## src/rtl/l2_jtag_arbiter.sv

```systemverilog
// L2 SRAM arbiter between the JTAG master (m0) and the SoC master (m1).
// Define L2_ARB_PERF_CNT_EN to build the per-port grant counters.
module l2_jtag_arbiter #(
  parameter int unsigned ADDR_W       = 32,
  parameter int unsigned L2_WORDS     = 16384,
  parameter int unsigned STARVE_LIMIT = 16,
  parameter logic [31:0] ERR_DATA     = 32'hBADACCE5,
  localparam int unsigned AW          = $clog2(L2_WORDS)
) (
  input  logic              clk_i,
  input  logic              rst_n,
  input  logic              prio_mode_i,
  input  logic              m0_req_i,
  input  logic              m0_we_i,
  input  logic [3:0]        m0_be_i,
  input  logic [ADDR_W-1:0] m0_addr_i,
  input  logic [31:0]       m0_wdata_i,
  output logic              m0_gnt_o,
  output logic              m0_rvalid_o,
  output logic [31:0]       m0_rdata_o,
  output logic              m0_err_o,
  input  logic              m1_req_i,
  input  logic              m1_we_i,
  input  logic [3:0]        m1_be_i,
  input  logic [ADDR_W-1:0] m1_addr_i,
  input  logic [31:0]       m1_wdata_i,
  output logic              m1_gnt_o,
  output logic              m1_rvalid_o,
  output logic [31:0]       m1_rdata_o,
  output logic              m1_err_o,
  output logic              mem_req_o,
  output logic              mem_we_o,
  output logic [3:0]        mem_be_o,
  output logic [AW-1:0]     mem_addr_o,
  output logic [31:0]       mem_wdata_o,
  input  logic [31:0]       mem_rdata_i,
  input  logic              perf_clr_i,
  output logic [31:0]       perf_m0_o,
  output logic [31:0]       perf_m1_o
);

  localparam logic [7:0] SL = 8'(STARVE_LIMIT);

  logic              r_rr_ptr;
  logic [7:0]        r_starve;
  logic              r_vld;
  logic              r_port;
  logic              r_err;
  logic              r_we;

  logic [ADDR_W-1:0] w_m0_wa;
  logic [ADDR_W-1:0] w_m1_wa;
  logic              w_ok0;
  logic              w_ok1;
  logic              w_pick1;
  logic              w_g0;
  logic              w_g1;
  logic              w_hit0;
  logic              w_hit1;
  logic [31:0]       w_rdata;
  logic              w_unused;

  assign w_m0_wa = {2'b00, m0_addr_i[ADDR_W-1:2]};
  assign w_m1_wa = {2'b00, m1_addr_i[ADDR_W-1:2]};
  assign w_ok0   = w_m0_wa < ADDR_W'(L2_WORDS);
  assign w_ok1   = w_m1_wa < ADDR_W'(L2_WORDS);

  // Contended winner; grants are gated by reset so the SRAM is idle at once
  assign w_pick1 = prio_mode_i ? (r_starve == SL) : r_rr_ptr;
  assign w_g0    = rst_n & m0_req_i & (~m1_req_i | ~w_pick1);
  assign w_g1    = rst_n & m1_req_i & (~m0_req_i | w_pick1);
  assign w_hit0  = w_g0 & w_ok0;
  assign w_hit1  = w_g1 & w_ok1;

  assign m0_gnt_o = w_g0;
  assign m1_gnt_o = w_g1;

  always_comb begin
    mem_req_o   = 1'b0;
    mem_we_o    = 1'b0;
    mem_be_o    = 4'h0;
    mem_addr_o  = '0;
    mem_wdata_o = 32'h0;
    unique case (1'b1)
      w_hit0: begin
        mem_req_o   = 1'b1;
        mem_we_o    = m0_we_i;
        mem_be_o    = m0_be_i;
        mem_addr_o  = w_m0_wa[AW-1:0];
        mem_wdata_o = m0_wdata_i;
      end
      w_hit1: begin
        mem_req_o   = 1'b1;
        mem_we_o    = m1_we_i;
        mem_be_o    = m1_be_i;
        mem_addr_o  = w_m1_wa[AW-1:0];
        mem_wdata_o = m1_wdata_i;
      end
      default: ;
    endcase
  end

  always_ff @(posedge clk_i or negedge rst_n) begin
    if (!rst_n) begin
      r_rr_ptr <= 1'b0;
      r_starve <= 8'h0;
    end else begin
      if (m0_req_i && m1_req_i && !prio_mode_i)
        r_rr_ptr <= ~r_rr_ptr;
      if (!prio_mode_i || !m1_req_i || w_g1)
        r_starve <= 8'h0;
      else if (r_starve != SL)
        r_starve <= r_starve + 8'h1;
    end
  end

  always_ff @(posedge clk_i or negedge rst_n) begin
    if (!rst_n) begin
      r_vld  <= 1'b0;
      r_port <= 1'b0;
      r_err  <= 1'b0;
      r_we   <= 1'b0;
    end else begin
      r_vld  <= w_g0 | w_g1;
      r_port <= w_g1;
      r_err  <= w_g1 ? ~w_ok1 : ~w_ok0;
      r_we   <= w_g1 ? m1_we_i : m0_we_i;
    end
  end

  assign w_rdata = r_err ? ERR_DATA :
                   (r_we ? 32'h0 : mem_rdata_i);

  assign m0_rvalid_o = r_vld & ~r_port;
  assign m1_rvalid_o = r_vld & r_port;
  assign m0_err_o    = m0_rvalid_o & r_err;
  assign m1_err_o    = m1_rvalid_o & r_err;
  assign m0_rdata_o  = m0_rvalid_o ? w_rdata : 32'h0;
  assign m1_rdata_o  = m1_rvalid_o ? w_rdata : 32'h0;

`ifdef L2_ARB_PERF_CNT_EN
  logic [31:0] r_perf0;
  logic [31:0] r_perf1;

  always_ff @(posedge clk_i or negedge rst_n) begin
    if (!rst_n) begin
      r_perf0 <= 32'h0;
      r_perf1 <= 32'h0;
    end else if (perf_clr_i) begin
      r_perf0 <= 32'h0;
      r_perf1 <= 32'h0;
    end else begin
      if (w_g0 && r_perf0 != 32'hFFFF_FFFF)
        r_perf0 <= r_perf0 + 32'h1;
      if (w_g1 && r_perf1 != 32'hFFFF_FFFF)
        r_perf1 <= r_perf1 + 32'h1;
    end
  end

  assign perf_m0_o = r_perf0;
  assign perf_m1_o = r_perf1;
  assign w_unused  = ^{m0_addr_i[1:0], m1_addr_i[1:0]};
`else
  assign perf_m0_o = 32'h0;
  assign perf_m1_o = 32'h0;
  assign w_unused  = ^{perf_clr_i, m0_addr_i[1:0], m1_addr_i[1:0]};
`endif

endmodule

```

## config.mk

```make
export PLATFORM = sky130hd
export DESIGN_NAME = l2_jtag_arbiter
export DESIGN_NICKNAME = d
export VERILOG_FILES = /design/src/rtl/l2_jtag_arbiter.sv
export SDC_FILE = /design/constraint.sdc
export NUM_CORES = 1
export LEC_CHECK = 0
export BUFFER_PORTS_ARGS = -buffer_cell sky130_fd_sc_hd__buf_4
export CAP_MARGIN = 20
export CORE_AREA = 2 2 141 143
export DETAILED_ROUTE_END_ITERATION = 16
export DIE_AREA = 0 0 143 145
export PLACE_DENSITY = 0.49
export REMOVE_ABC_BUFFERS = 1
export SLEW_MARGIN = 10
export SYNTH_ARGS = -nofsm -noshare
export SYNTH_HDL_FRONTEND = slang
export SYNTH_SLANG_ARGS = --single-unit
```

## constraint.sdc

```tcl
create_clock -name clk_i -period 2.1 [get_ports clk_i]
set_clock_uncertainty 0.05 [all_clocks]
set_input_delay 0.21 -clock clk_i [delete_from_list [all_inputs] [get_ports clk_i]]
set_output_delay 0.21 -clock clk_i [all_outputs]
set_load 0.1 [all_outputs]
```

==> run metrics <==
status complete, but fails checks; failing checks negative setup slack; Setup TNS Final -12.61 ns; Slew Viols, Final 0; Inserted Diodes 0; die width 143 um; die area 0.02074 mm^2; Clock Path Buffers 2; Max stage delay cell, worst path dfrtp_1; slowest cell delay on critical path 0.35 ns; PnR Total Power 0.002490 W; Worst EP required 1.84 ns; Via density 4.175; total of flip-flops plus latches after synthesis 13; Die H 145 um; Rows 51; DP HPWL 11.32 mm; Reg clk slew, reported paths 0.04 ns; Ys Warns 0; leakage 2.984 nW; initial core utilization 0.1429; drt wl/cell 15.98 um; synthesized area 0.002745 mm^2; Fin. Hold Viols 0; Worst Hold Class primary input to async pin; Fmax 420.0 MHz; Top FF cell, synth dfrtp_1; ys async rst share 1.000; drt pass-1 iters 4; Routed WL 15.99 mm; pwr dens 360.8 mW/mm^2; Hold Buf Count CTS 0; Syn Inst Count 430; syn_area_per_cell 6.384 um^2; Crit. End Element primary output; # H-tree levels 1; CP max FO 14; core area 0.01921 mm^2; Arr. time, crit path 2.12 ns; EDFF count, synth 0; initial drt markers 99; largest net degree at the start of global routing 34; Max-Cap Viols 0; Clk Latency, worst-skew pair 0.24 ns; initial antenna violation count 1; Top Ports 362; cell breakdown of the critical path inv_2 > ha_4 > and4bb_2 > a31oi_4 > nor2b_4 > buf_12 > buf_12 > o22ai_2 > buf_12; CTS tree done; Residual DRC 0; CP dominant cell by count buf_12; RD Place Congestion 0.7846; CTS root buffer clkbuf_16; Port Buffers 292; first-pass GRT wire length 21.68 mm; VDD IR max 0.2129 mV; post-synth top area cell buf_4; number of global-route vias before repair 4082; top cell type's share of synthesized area 0.1805; crit path kind flop to primary output; RSZ-0062 raised after global routing true; final setup vio count 55; Distinct cells, synth 33; Inserted Clock Buffers 3; crit path time final 2.381 ns; GRT overflow 0; setup ws final -0.2810 ns; fin crit share 1.134; routed via count 4179; clock sinks 13; Synth-to-Final Area Change 151.5%; DRT antenna net count 0; crit start category flop; worst hold slack 0.01966 ns; synth top area cells buf_4, dfrtp_1, o22ai_1; post-synthesis sequential area ratio 0.1185; Total GRT Usage 0.1300; # nets final 915; share of cells above drive strength 1 0.5639
## cells by family after synthesis
logic type / count (synthesis) / share of synthesized area
compound gates: 75 / 0.1636
buf+inv: 118 / 0.2894
fa+ha+maj: 2 / 0.009114
xor+xnor: 8 / 0.02553
mux: 3 / 0.01276
flops: 13 / 0.1185
simple gates: 210 / 0.3797
other cells: 1 / 0.001366
## registers in the layout, indices dropped and copies added, names as in the netlist
register	flops
r_port	1
r_we	1
r_rr_ptr	1
r_vld	1
r_err	1
r_starve	8
## power by group
group | internal, W | total (W) | switching [W]
clock network | 0.000256 | 0.000357 | 0.000102
logic | 0.000532 | 0.00185 | 0.00132
registers | 0.000267 | 0.000278 | 0.0000106
## Yosys cell counts (all sizes together), types with 8 or more instances
library cell and number:
a21oi 19, and2 27, buf 87, clkbuf 22, dfrtp 13, inv 8, nand2 57, nand4 51
nor2 52, nor4 8, o22ai 52
## critical path, delay by kind of cell, from the launching register on
kind	cells	cell delay [ns]
buffers and inverters	4	0.56
AOI/OAI and AO/OA	2	0.46
DFF	1	0.35
and+or+nand+nor	2	0.34
adders and majority gates	1	0.14
## what timing repair did
item	4_1_cts	5_1_grt
resized for setup	188	77
buffers inserted	6	2
pin swaps	3	29
gates cloned	3	9
endpoints found under the setup margin	58	56
## area by class of cell
cell class	instances	area (um^2)
clock buffer	4	78.83
inverter	9	35.03
multi-input combinational	363	2526
fill	2015	12300
tap	265	331.6
timing repair buffer	347	3606
sequential	13	325.3
## path summary, 6_finish.rpt
check,to,from,slack [ns],cells after the start
max in group asynchronous,r_err,rst_n,1.83,2
min in group clk_i,r_we,m1_we_i,0.17,2
max,mem_wdata_o[27],r_starve[0],-0.28,9
min reg2reg,r_rr_ptr,r_rr_ptr,0.42,1
min,r_port,rst_n,0.02,2
max reg2reg,r_we,r_starve[0],-0.03,8
## metrics by stage
step	area [um^2]	setup slack, ns	utilization	cells
finish	6903	-0.2810	0.3594	1001
detailed placement	5174	-0.3202	0.2694	980
global placement	5174	-0.3232	0.2694	980
global route	6903	-0.3534	0.3594	1001
floorplan	2221	-2.206	-	384
CTS	6270	-0.2963	0.3264	992
## layout by cell type (no fill, tap or decap), types with 6 or more instances in the layout
master and instances:
inv_1 6, a21oi_1 19, dfrtp_1 13, nor4_1 8, buf_4 270, nor2_1 51, conb_1 64, nand4_1 51
o22ai_4 37, clkbuf_16 9, and2_1 27, nand2_1 57, buf_12 64, o22ai_2 15
## metal layers
layer	share of wire	wire length, um	vias to the layer above	global-route usage
met5	0.00081	13	-	0
met4	0.018	285	2	0.02723
met3	0.090	1441	21	0.03300
met2	0.52	8271	248	0.2469
met1	0.37	5980	1910	0.1431
li1	-	-	1998	-
Power figures use the tool's default switching activity.
